## config.mk

```make
export PLATFORM = sky130hd
export DESIGN_NAME = corefifo_wr_skid
export DESIGN_NICKNAME = d
export VERILOG_FILES = /design/src/rtl/corefifo_wr_pkg.sv /design/src/rtl/corefifo_wr_skid.sv
export SDC_FILE = /design/constraint.sdc
export NUM_CORES = 1
export LEC_CHECK = 0
export BUFFER_PORTS_ARGS = -buffer_cell sky130_fd_sc_hd__buf_4
export CAP_MARGIN = 10
export CORE_MARGIN = 8
export CORE_UTILIZATION = 56
export DETAILED_ROUTE_END_ITERATION = 12
export PLACE_DENSITY = 0.84
export SKIP_LAST_GASP = 1
export SYNTH_ARGS = -nofsm -noshare
export SYNTH_HDL_FRONTEND = slang
export SYNTH_SLANG_ARGS = --single-unit
```

## constraint.sdc

```tcl
create_clock -name clk -period 2.1 [get_ports clk]
set_input_delay 0.315 -clock clk [delete_from_list [all_inputs] [get_ports clk]]
set_output_delay 0.315 -clock clk [all_outputs]
set_load 0.1 [all_outputs]
```

## src/rtl/corefifo_wr_pkg.sv

```systemverilog
// Shared definitions for the corefifo write-side skid buffer:
// occupancy state encoding and the overflow counter width.
package corefifo_wr_pkg;

  // Occupancy of the two-entry skid buffer (head + skid registers)
  typedef enum logic [1:0] {
    ST_EMPTY = 2'd0,
    ST_ONE   = 2'd1,
    ST_TWO   = 2'd2
  } wr_state_t;

  // Width of the optional saturating overflow counter
  localparam int OVF_CNT_W = 16;

endpackage : corefifo_wr_pkg

```

## src/rtl/corefifo_wr_skid.sv

```systemverilog
// corefifo_wr_skid: two-entry write-side skid buffer in front of a FIFO
// controller. The user-facing full flag comes straight from the state
// register, so it never has a combinational path from wr_en, din or
// fifo_full; the second (skid) entry absorbs the one word that may be
// accepted in the cycle fifo_full rises.
// Optional feature: define COREFIFO_WR_OVF_CNT_EN to add the 16-bit
// saturating ovf_count output.
module corefifo_wr_skid
  import corefifo_wr_pkg::*;
#(
  parameter int WWIDTH    = 18,
  parameter int WRITE_LOW = 1,
  parameter int WCLK_HIGH = 1
) (
  input  logic              clk,
  input  logic              reset,
  input  logic              wr_en,
  input  logic [WWIDTH-1:0] din,
  output logic              full,
  output logic              afull,
  output logic              overflow,
  output logic              fifo_wr_en,
  output logic [WWIDTH-1:0] fifo_din,
  input  logic              fifo_full,
  input  logic              fifo_afull
`ifdef COREFIFO_WR_OVF_CNT_EN
  ,
  output logic [OVF_CNT_W-1:0] ovf_count
`endif
);

  wr_state_t         r_state;
  wr_state_t         w_state_next;
  logic [WWIDTH-1:0] r_head;
  logic [WWIDTH-1:0] r_skid;
  logic [WWIDTH-1:0] w_head_next;
  logic [WWIDTH-1:0] w_skid_next;
  logic              r_overflow;
  logic              w_we_p;
  logic              w_accept;
  logic              w_drain;
  logic              w_clk;

  // Active clock edge selection: falling-edge builds register on inverted clk
  assign w_clk = (WCLK_HIGH != 0) ? clk : ~clk;

  // Write request in positive polarity and handshake terms
  assign w_we_p   = (WRITE_LOW != 0) ? ~wr_en : wr_en;
  assign full     = (r_state == ST_TWO);
  assign w_accept = w_we_p & ~full;
  assign w_drain  = (r_state != ST_EMPTY) & ~fifo_full;

  assign afull      = full | fifo_afull;
  assign fifo_wr_en = w_drain;
  assign fifo_din   = r_head;
  assign overflow   = r_overflow;

  // Next-state and storage steering for the two-entry buffer
  always_comb begin
    w_state_next = r_state;
    w_head_next  = r_head;
    w_skid_next  = r_skid;
    case (r_state)
      ST_EMPTY: begin
        if (w_accept) begin
          w_state_next = ST_ONE;
          w_head_next  = din;
        end
      end
      ST_ONE: begin
        if (w_accept && w_drain) begin
          w_head_next = din;
        end else if (w_accept) begin
          w_state_next = ST_TWO;
          w_skid_next  = din;
        end else if (w_drain) begin
          w_state_next = ST_EMPTY;
        end
      end
      ST_TWO: begin
        // Never accepts here; skid moves forward once head has drained
        if (w_drain) begin
          w_state_next = ST_ONE;
          w_head_next  = r_skid;
        end
      end
      default: begin
        w_state_next = ST_EMPTY;
      end
    endcase
  end

  // State, storage and overflow pulse registers; reset wins over everything
  always_ff @(posedge w_clk) begin
    if (reset) begin
      r_state    <= ST_EMPTY;
      r_head     <= '0;
      r_skid     <= '0;
      r_overflow <= 1'b0;
    end else begin
      r_state    <= w_state_next;
      r_head     <= w_head_next;
      r_skid     <= w_skid_next;
      r_overflow <= w_we_p & full;
    end
  end

`ifdef COREFIFO_WR_OVF_CNT_EN
  logic [OVF_CNT_W-1:0] r_ovf_count;

  // Count overflow pulses, holding at all-ones instead of wrapping
  always_ff @(posedge w_clk) begin
    if (reset) begin
      r_ovf_count <= '0;
    end else if (r_overflow && (r_ovf_count != {OVF_CNT_W{1'b1}})) begin
      r_ovf_count <= r_ovf_count + 1'b1;
    end
  end

  assign ovf_count = r_ovf_count;
`endif

endmodule : corefifo_wr_skid

```

* Word level (Yosys, flattened, before mapping)
Index checks and enable logic that the tools add are counted.
** Cells by class
- Reduce and logical (&&, ||, !) cells :: 7
- Bitwise operators :: 8
- Multiplexer cells :: 10
- Eq/ne operators :: 7
** Operators by type and width (number)
- $mux W18 :: 3
- $pmux W18 S3 :: 1
- $mux W2 :: 5
- $reduce_and A4 Y1 :: 2
- $ne A2 B2 Y1 const B :: 3
- $pmux W2 S3 :: 1
- $not A1 Y1 :: 4
- $and A1 B1 Y1 :: 3
- $ne A3 B3 Y1 const B :: 1
- $reduce_and A3 Y1 :: 1
- $reduce_bool A3 Y1 :: 1
- $eq A2 B1 Y1 const B :: 1
- $eq A2 B2 Y1 const B :: 1
- $logic_not A2 Y1 :: 1
- $ne A2 B1 Y1 const B :: 1
- $reduce_bool A2 Y1 :: 1
- $logic_and A1 B1 Y1 :: 1
- $or A1 B1 Y1 :: 1
** Storage, ports and cells
- Input bits :: 23
- Register bits after elaboration :: 39
- Logic and storage cells :: 36
- Output and inout bits :: 22

* Logic depth before layout (Yosys ltp)
Gate-level depths: netlist of run 1.
- Word-level depth :: 6
- Depth in mapped cells :: 6
- Mapped depth without buffers :: 4

* Worst setup path before layout of run 1
No wires, ideal clock.
- Path kind :: register to output
- Start :: register r_state[1]
- End :: output fifo_wr_en
- Path buffers :: 1
- Required time :: 1.785 ns
- Arrival time :: 1.725 ns
- Path slack :: 0.060 ns
- Stages on the path, launching flop included :: 4
- Path through :: dfxtp_1 -> buf_6 -> nor2_1 -> nor2_1
** Between the ends
- Word-level cells in the longest chain between the ends :: 2
** RTL lines
- start, declared :: RTL line corefifo_wr_skid.sv:32 : wr_state_t r_state;
- start signal, assigned :: RTL line corefifo_wr_skid.sv:101 : r_state <= w_state_next;
- $reduce_bool A2 Y1 :: RTL line corefifo_wr_skid.sv:51 : assign w_drain = (r_state != ST_EMPTY) & ~fifo_full;
- $and A1 B1 Y1 :: RTL line corefifo_wr_skid.sv:51
- end, declared :: RTL line corefifo_wr_skid.sv:22 : output logic fifo_wr_en,
No other way between the ends.

* Worst setup path after layout of run 1
- Start :: register r_state[1]
- End :: output full
** Between the ends
- Word-level cells in the longest chain between the ends :: 1
** RTL lines
- $eq A2 B2 Y1 :: RTL line corefifo_wr_skid.sv:49 : assign full = (r_state == ST_TWO);
- end, declared :: RTL line corefifo_wr_skid.sv:19 : output logic full,
No other way between the ends.

==> summary.txt, run 1 <==
Run status
  • Status: complete, no violations

CTS
  • CTS tree: built
  • Hold-fix buffer count after cts: 0
  • Clk_lat worst skew: between 300 and 400 ps
  • Clk sink count: 39
  • Post-cts gate resize count: 0
  • H-tree Lvls: 2
  • CTS Root Cell: clkbuf_4
  • CTS clk-pin slew, worst paths: 110 ps
  • Total CTS buffers: 5
  • Clock buffer depth: 2
  • Post-CTS setup buffer count: 0

Worst setup path
  • CP top delay family: flip-flops
  • CP Capture Type: output pin
  • CP Max Fanout: 8
  • Crit path cell chain: nand2b_1 > inv_1 > buf_4
  • Crit path buf inv count: 2
  • Slowest stage delay, CP: ~530 ps
  • R2R depth: 3
  • CP endpoint: full
  • CP max stage cell: dfxtp_1
  • FF-to-FF setup slack: between 400 and 500 ps
  • CP Depth: 3
  • Worst setup SP type: register
  • Worst Setup Path Type: reg -> out
  • Crit Reg-Reg Endpoint: r_skid[14]
  • Crit path required time: 1780 ps
  • FF-to-FF Start: r_state[1]
  • Critical path origin: r_state[1]
  • CP Data Arrival Time: roughly 1400 ps

Global routing
  • Vias in the first global route: 1582
  • Largest net degree at the start of global routing: 40
  • GRT Resource Usage Total: 0.162
  • Antenna violations before repair: 0
  • Grt met3 use: 0.0455
  • GR peak layer: met2
  • Total gr overflow: 0
  • Met2 GRT Util: 0.290
  • First-pass GRT wire length: 6.81 mm
  • Met1 usage: 0.168

Logic synthesis
  • Post-synth top area share: 0.437
  • Top cell type by total area after synthesis: dfxtp_1
  • Ys Warns: 0
  • EDFF count, synth: 0
  • Most common cell in the netlist: dfxtp_1
  • Mapped Nets: 209
  • Register area share after synthesis: 0.437
  • Flops & latches, synth: 39
  • Synth top area cells: dfxtp_1 (44%), a211oi_1 (11%), mux2i_1 (10%)
  • Post-synth top cells: dfxtp_1 (39), nand2_1 (37), a211oi_1 (26)
  • Post-Syn Area: between 1500 and 2000 sq um
  • Top FF cell, synth: dfxtp_1
  • Cells after Synth: ~190
  • Library cells used by synthesis: 23
  • Syn avg cell area: ~9.6 sq um
  • Ys async rst share: 0

Timing
  • Setup repair after global routing missed its margin: no
  • Achievable Freq: between 500 and 600 MHz
  • Fin Hold WS: ~220 ps
  • Hold Violations, Final: 0
  • Worst Skew: between 6 and 7 ps
  • Period utilization: 0.835
  • Worst Tran Pin Value: roughly 770 ps
  • Relative slew slack: 0.483
  • Slew Limit Fails: 0
  • Setup TNS: 0 ps
  • Min cycle time layout: 1750 ps
  • Final Setup Violations: 0

Finish
  • ANT cells: 0
  • Post-layout util: 0.702
  • Area of the multi-input gates: between 800 and 900 sq um
  • Layout cells sized above 1: 0.311
  • Final instance area: ~2100 sq um
  • # fillers: ~250
  • Reg area: slightly below 800 sq um
  • Final net count: approximately 250
  • Area Overhead vs Synth: 20.0%

Placed design
  • Gp weighted congestion: between 0.8 and 0.9
  • Port bufs: 44
  • Dpl cell area: 2070 sq um
  • Post-DP HPWL: ~2.9 mm

Routing
  • Initial DRC Count: 88
  • Drt via density: between 5 and 6
  • Post-DRT Antenna Nets: 0
  • Vias: 1513
  • Final wirelength: 4.09 mm
  • Detail-routed net length per standard cell: 15.2 microns
  • Drt pass-1 iters: 4
  • DRC errors left: 0

Hold path
  • Hold Path Class: in -> reg

Power and ir drop
  • Static Leak: roughly 0.00094 uW
  • Worst VDD drop: 0.592 mV
  • Power per cell area: about 840 nW/um^2
  • Total Power: 1790 uW

Floorplan
  • I/O pin cnt: 45
  • Die Footprint: 5250 sq um
  • FP Rows: 20
  • Die width: between 70 and 80 microns
  • Initial Utilization: 0.585
  • Die Ht: around 72 microns
  • Core area: around 3100 sq um

Flow run
  • Max Cap Violations: 0
==> placed cells by master (no fill, tap or decap), types with 2 or more instances in the layout <==
master    count
buf_4        50
nor2_1        4
inv_1         2
dfxtp_1      39
nand2b_1      2
a211oi_1     26
mux2i_1      18
clkbuf_4      5
nand2_1      37
clkbuf_8      2
a21oi_1      20
a211oi_2     10
==> worst register-to-register path, cell delays in order (launching register included) <==
cell,delay (ps)
dfxtp_1,420
nand4bb_1,730
nand2_1,290
a21oi_1,90
==> report_power, final <==
group          internal, uW  switching, uW
combinational           145            405
sequential              786           29.0
clock                   197            232
==> per-stage QoR <==
| step | cells | setup slack, ps |
|---|---|---|
| 2_1_floorplan | 186 | 60.1 |
| 3_3_place_gp | 261 | 506 |
| 3_5_place_dp | 261 | 409 |
| 4_1_cts | 269 | 343 |
| 5_1_grt | 269 | 212 |
| 6_report | 269 | 346 |
==> layer usage <==
layer | vias to the layer above | wire length [microns]
met5 | - | 0
met2 | 55 | 2030
met1 | 707 | 1700
li1 | 743 | -
met4 | 0 | 78
met3 | 8 | 280
==> sequential cells by signal (all words and copies together), names as in the netlist <==
register,cells
fifo_din,18
overflow,1
r_skid,18
r_state,2
==> worst min path at each step <==
stage | cells after the start | end | start
global placement | 2 | r_skid[3] | r_skid[3]
global route | 3 | r_skid[16] | din[16]
floorplan | 2 | r_skid[0] | r_skid[0]
CTS | 2 | overflow | wr_en
finish | 2 | overflow | wr_en
detailed placement | 2 | r_skid[1] | r_skid[1]
==> logic make-up (layout without fill, tap and decap cells) <==
kind of cell,count (synthesis),after routing,share of synthesized area
simple gates,49,49,0.127
flops,39,39,0.437
mux,19,19,0.109
compound gates,58,58,0.244
buf+inv,21,60,0.0834
==> layout make-up <==
cell class	instances	share of cell area
Sequential cell	39	0.364
Multi-Input combinational cell	126	0.399
Inverter	2	0.00350
Tap cell	44	0.0257
Clock buffer	8	0.0321
Timing Repair Buffer	50	0.175
No activity file was read; power rests on OpenSTA's default activity.
==> run 2: changes to the inputs <==
CORE_UTILIZATION = 52   (was 56)
PLACE_DENSITY = 0.78   (was 0.84)
clock period = 1.8 ns   (was 2.1 ns; I/O delays follow)
==> summary.txt, run 2 (synthesis gave the netlist of run 1 again) <==
Placed design
  • Port bufs: between 40 and 50
  • Post-DP HPWL: ~3.1 mm
  • Gp weighted congestion: around 0.8
  • # placed instances: 266

Timing
  • Relative slew slack: 0.698
  • Setup repair after global routing missed its margin: no
  • Worst Tran Pin Value: around 450 ps
  • Period utilization: 0.888
  • Slew Limit Fails: 0
  • Worst Skew: roughly 10 ps
  • Min cycle time layout: 1600 ps
  • Hold Violations, Final: 0
  • Final Setup Violations: 0
  • Achievable Freq: 626 MHz
  • Setup TNS: 0 ps

CTS
  • CTS clk-pin slew, worst paths: 110 ps
  • H-tree Lvls: 2
  • CTS tree: built
  • CTS Root Cell: clkbuf_4
  • Clk sink count: 39
  • Post-CTS setup buffer count: 0
  • Clk_lat worst skew: between 300 and 400 ps
  • Hold-fix buffer count after cts: 0
  • Total CTS buffers: 5
  • Clock buffer depth: 2
  • Post-cts gate resize count: 0

Power and ir drop
  • Clock Power Share: 0.309
  • Sw frac: 0.344
  • Worst VDD drop: about 0.66 mV
  • Combinational Power Share: 0.281
  • Seq pwr share: 0.409
  • Static Leak: ~0.001 uW
  • Pint: approximately 1500 uW
  • Power per cell area: ~1000 nW/um^2
  • Switching pwr: ~800 uW

Global routing
  • GRT Resource Usage Total: 0.166
  • Vias in the first global route: roughly 1500
  • Total gr overflow: 0
  • First-pass GRT wire length: ~7 mm
  • Antenna violations before repair: 0
  • Largest net degree at the start of global routing: 40

Worst setup path
  • Crit path required time: 1530 ps
  • CP Capture Type: output pin
  • CP Data Arrival Time: between 1000 and 1500 ps
  • Worst Setup Path Type: reg -> out
  • Worst setup SP type: register
  • CP Max Fanout: 7

Floorplan
  • Die Ht: between 70 and 80 microns
  • Core area: between 3000 and 4000 sq um
  • Die width: between 70 and 80 microns
  • FP Rows: 21
  • Initial Utilization: 0.539
  • Die Footprint: 5560 sq um
  • I/O pin cnt: 45

Finish
  • Final Non-Filler Cells: approximately 270
  • Final net count: 250
  • Post-layout util: 0.670
  • Reg area: 782 sq um
  • Layout cells sized above 1: 0.329
  • Area Overhead vs Synth: 24.2%
  • ANT cells: 0
  • Area of the multi-input gates: approximately 860 sq um
  • # fillers: 292
  • Most frequent cells in the layout: buf_4 (52), dfxtp_1 (38), nand2_1 (37), a211oi_1 (26), a21oi_1 (20)
  • Most common cell after layout, fill and taps aside: buf_4

Hold path
  • Hold Path Class: in -> reg

Routing
  • DRC errors left: 0
  • Drt via density: 5.54
  • Post-DRT Antenna Nets: 0
  • Vias: 1518
  • Initial DRC Count: between 150 and 200
  • Detail-routed net length per standard cell: ~16 microns
  • Drt pass-1 iters: 4
  • Final wirelength: 4.35 mm

Flow run
  • Max Cap Violations: 0

Run status
  • Status: complete, no violations
## run 2: cell count changes in the layout (fill, tap and decap cells not counted), sizes merged
cell,delta
buf,+3
bufinv,+2
clkbuf,-2
## run 2: critical path, stage by stage (launching register included)
cell and delay, ps:
dfxtp_1 380, nand2b_1 220, inv_1 100, buf_4 290
## run 2: per-stage QoR
stage	instance area, sq um	power, uW	hold WS, ps	worst slack (ps)
2_1_floorplan	1790	1480	406	89.1
3_3_place_gp	2110	1610	441	425
3_5_place_dp	2110	1630	448	333
4_1_cts	2220	2340	159	69.6
5_1_grt	2220	2410	154	107
6_report	2220	2330	167	202
## run 2: cell type report
class                   count  share of cell area
flip-flops and latches     39               0.353
multi-input cells         126               0.387
clock buffers               6              0.0186
clock inverters             2              0.0271
repair buffers             53               0.185
well taps                  46              0.0260
inverters                   2             0.00339
## run 2: metal layers
layer / wire length, microns / track usage
met1: 1910 / 0.200
met2: 2100 / 0.264
met3: 276 / 0.0526
met4: 70 / 0.0717
met5: 0 / 0
## run 2: final timing paths
path                            startpoint  slack (ps)  cells past startpoint     endpoint
worst min-delay path               din[13]         170                      3   r_skid[13]
worst max register to register  r_state[0]         390                      4  fifo_din[4]
worst min register to register   r_skid[7]         460                      2    r_skid[7]
worst max-delay path            r_state[0]         200                      3         full
## run 2: power groups by stage
stage               clock network [uW]  registers, uW  logic (uW)
finish                             720            953         655
global route                       767            959         683
CTS                                731            952         656
detailed placement                   0            971         656
global placement                     0            969         644
floorplan                            0           1250         226
==> run 3: changes to the inputs <==
CORE_ASPECT_RATIO = 1.75   (was unset)
==> summary.txt, run 3 (synthesis gave the netlist of run 1 again) <==
Timing
  • Hold Violations, Final: 0
  • Setup repair after global routing missed its margin: no
  • Slack of the critical path: around 180 ps
  • Relative slew slack: 0.551
  • Final Setup Violations: 0
  • Fin Hold WS: 225 ps
  • Worst Skew: just over 4 ps
  • Achievable Freq: between 600 and 700 MHz
  • Period utilization: 0.898
  • Setup TNS: 0 ps
  • Worst Tran Pin Value: just under 700 ps
  • Min cycle time layout: 1620 ps
  • Slew Limit Fails: 0

Routing
  • Drt pass-1 iters: 4
  • Drt via density: 5.57
  • Vias: 1514
  • Detail-routed net length per standard cell: ~16 microns
  • Final wirelength: between 4 and 5 mm
  • Initial DRC Count: 42
  • Post-DRT Antenna Nets: 0
  • DRC errors left: 0

Power and ir drop
  • Worst VDD drop: about 0.95 mV
  • Sw frac: 0.344
  • Seq pwr share: 0.405
  • Power per cell area: 1060 nW/um^2
  • Switching pwr: 808 uW
  • Clock Power Share: 0.317
  • Static Leak: 0.000979 uW
  • Combinational Power Share: 0.278
  • Pint: around 1500 uW

CTS
  • CTS tree: built
  • Total CTS buffers: 5
  • CTS clk-pin slew, worst paths: 70 ps
  • Post-cts gate resize count: 1
  • CTS Root Cell: clkbuf_8
  • Post-CTS setup buffer count: 0
  • Clock buffer depth: 2
  • H-tree Lvls: 2
  • Clk_lat worst skew: 290 ps
  • Clk sink count: 39
  • Hold-fix buffer count after cts: 0

Global routing
  • First-pass GRT wire length: 7.22 mm
  • Vias in the first global route: approximately 1500
  • Total gr overflow: 0
  • Largest net degree at the start of global routing: 40
  • GRT Resource Usage Total: 0.164
  • Antenna violations before repair: 0

Placed design
  • Post-DP HPWL: 3.04 mm
  • # placed instances: roughly 260
  • Gp weighted congestion: 0.787
  • Post-Place Setup Slack: about 210 ps
  • Port bufs: 44

Floorplan
  • FP Rows: 28
  • Initial Utilization: 0.536
  • Core area: roughly 3300 sq um
  • Die Ht: 93.5 microns
  • I/O pin cnt: 45
  • Die width: 60.3 microns
  • Die Footprint: ~5600 sq um

Finish
  • Most frequent cells in the layout: buf_4 (52), dfxtp_1 (38), nand2_1 (37), a211oi_1 (26), a21oi_1 (20)
  • Final net count: 249
  • Post-layout util: 0.665
  • Final Non-Filler Cells: about 270
  • ANT cells: 0
  • Layout cells sized above 1: 0.335
  • Most common cell after layout, fill and taps aside: buf_4
  • Area Overhead vs Synth: 24.0%

Flow run
  • Max Cap Violations: 0

Hold path
  • Hold Path Class: in -> reg

Worst setup path
  • Worst Setup Path Type: reg -> out
  • CP Data Arrival Time: between 1000 and 1500 ps
  • CP Capture Type: output pin
  • Crit path required time: approximately 1500 ps
  • Worst setup SP type: register
  • CP Max Fanout: 8

Run status
  • Status: complete, no violations
run 3: worst paths after layout:
check	startpoint	endpoint	slack [ps]	cells after the start
worst max-delay path	r_state[0]	afull	180	3
worst min-delay path	wr_en	overflow	230	2
worst max register to register	r_state[0]	fifo_din[1]	260	4
worst min register to register	r_skid[15]	r_skid[15]	460	2
run 3: worst max-delay path: stages (launching register included):
cell and delay, ps:
dfxtp_1 370, nand2b_2 290, nand2b_1 110, buf_4 290
run 3: routing by layer:
metal / GRT usage / wire length, microns / part of all wire / vias up
li1: - / - / - / 742
met1: 0.186 / 1730 / 0.40 / 737
met2: 0.270 / 2270 / 0.53 / 29
met3: 0.0454 / 217 / 0.051 / 6
met4: 0.0762 / 77 / 0.018 / 0
met5: 0 / 0 / 0 / -
run 3: per-stage QoR:
step / cell area, sq um / total power (uW)
global placement: 2090 / 1610
finish: 2210 / 2350
global route: 2210 / 2450
CTS: 2210 / 2370
floorplan: 1790 / 1480
detailed placement: 2090 / 1620
run 3: cell type report:
cell class	count	area [sq um]
Clock buffer	6	82.6
Clock inverter	2	35.0
Fill cell	279	1110
Inverter	2	7.51
Multi-Input combinational cell	126	861
Sequential cell	39	782
Tap cell	45	56.3
Timing Repair Buffer	52	390
run 3: power groups by stage:
stage | combinational, uW | clock, uW | sequential (uW)
2_1_floorplan | 226 | 0 | 1250
3_3_place_gp | 643 | 0 | 965
3_5_place_dp | 652 | 0 | 968
4_1_cts | 655 | 767 | 949
5_1_grt | 680 | 809 | 956
6_report | 651 | 745 | 950
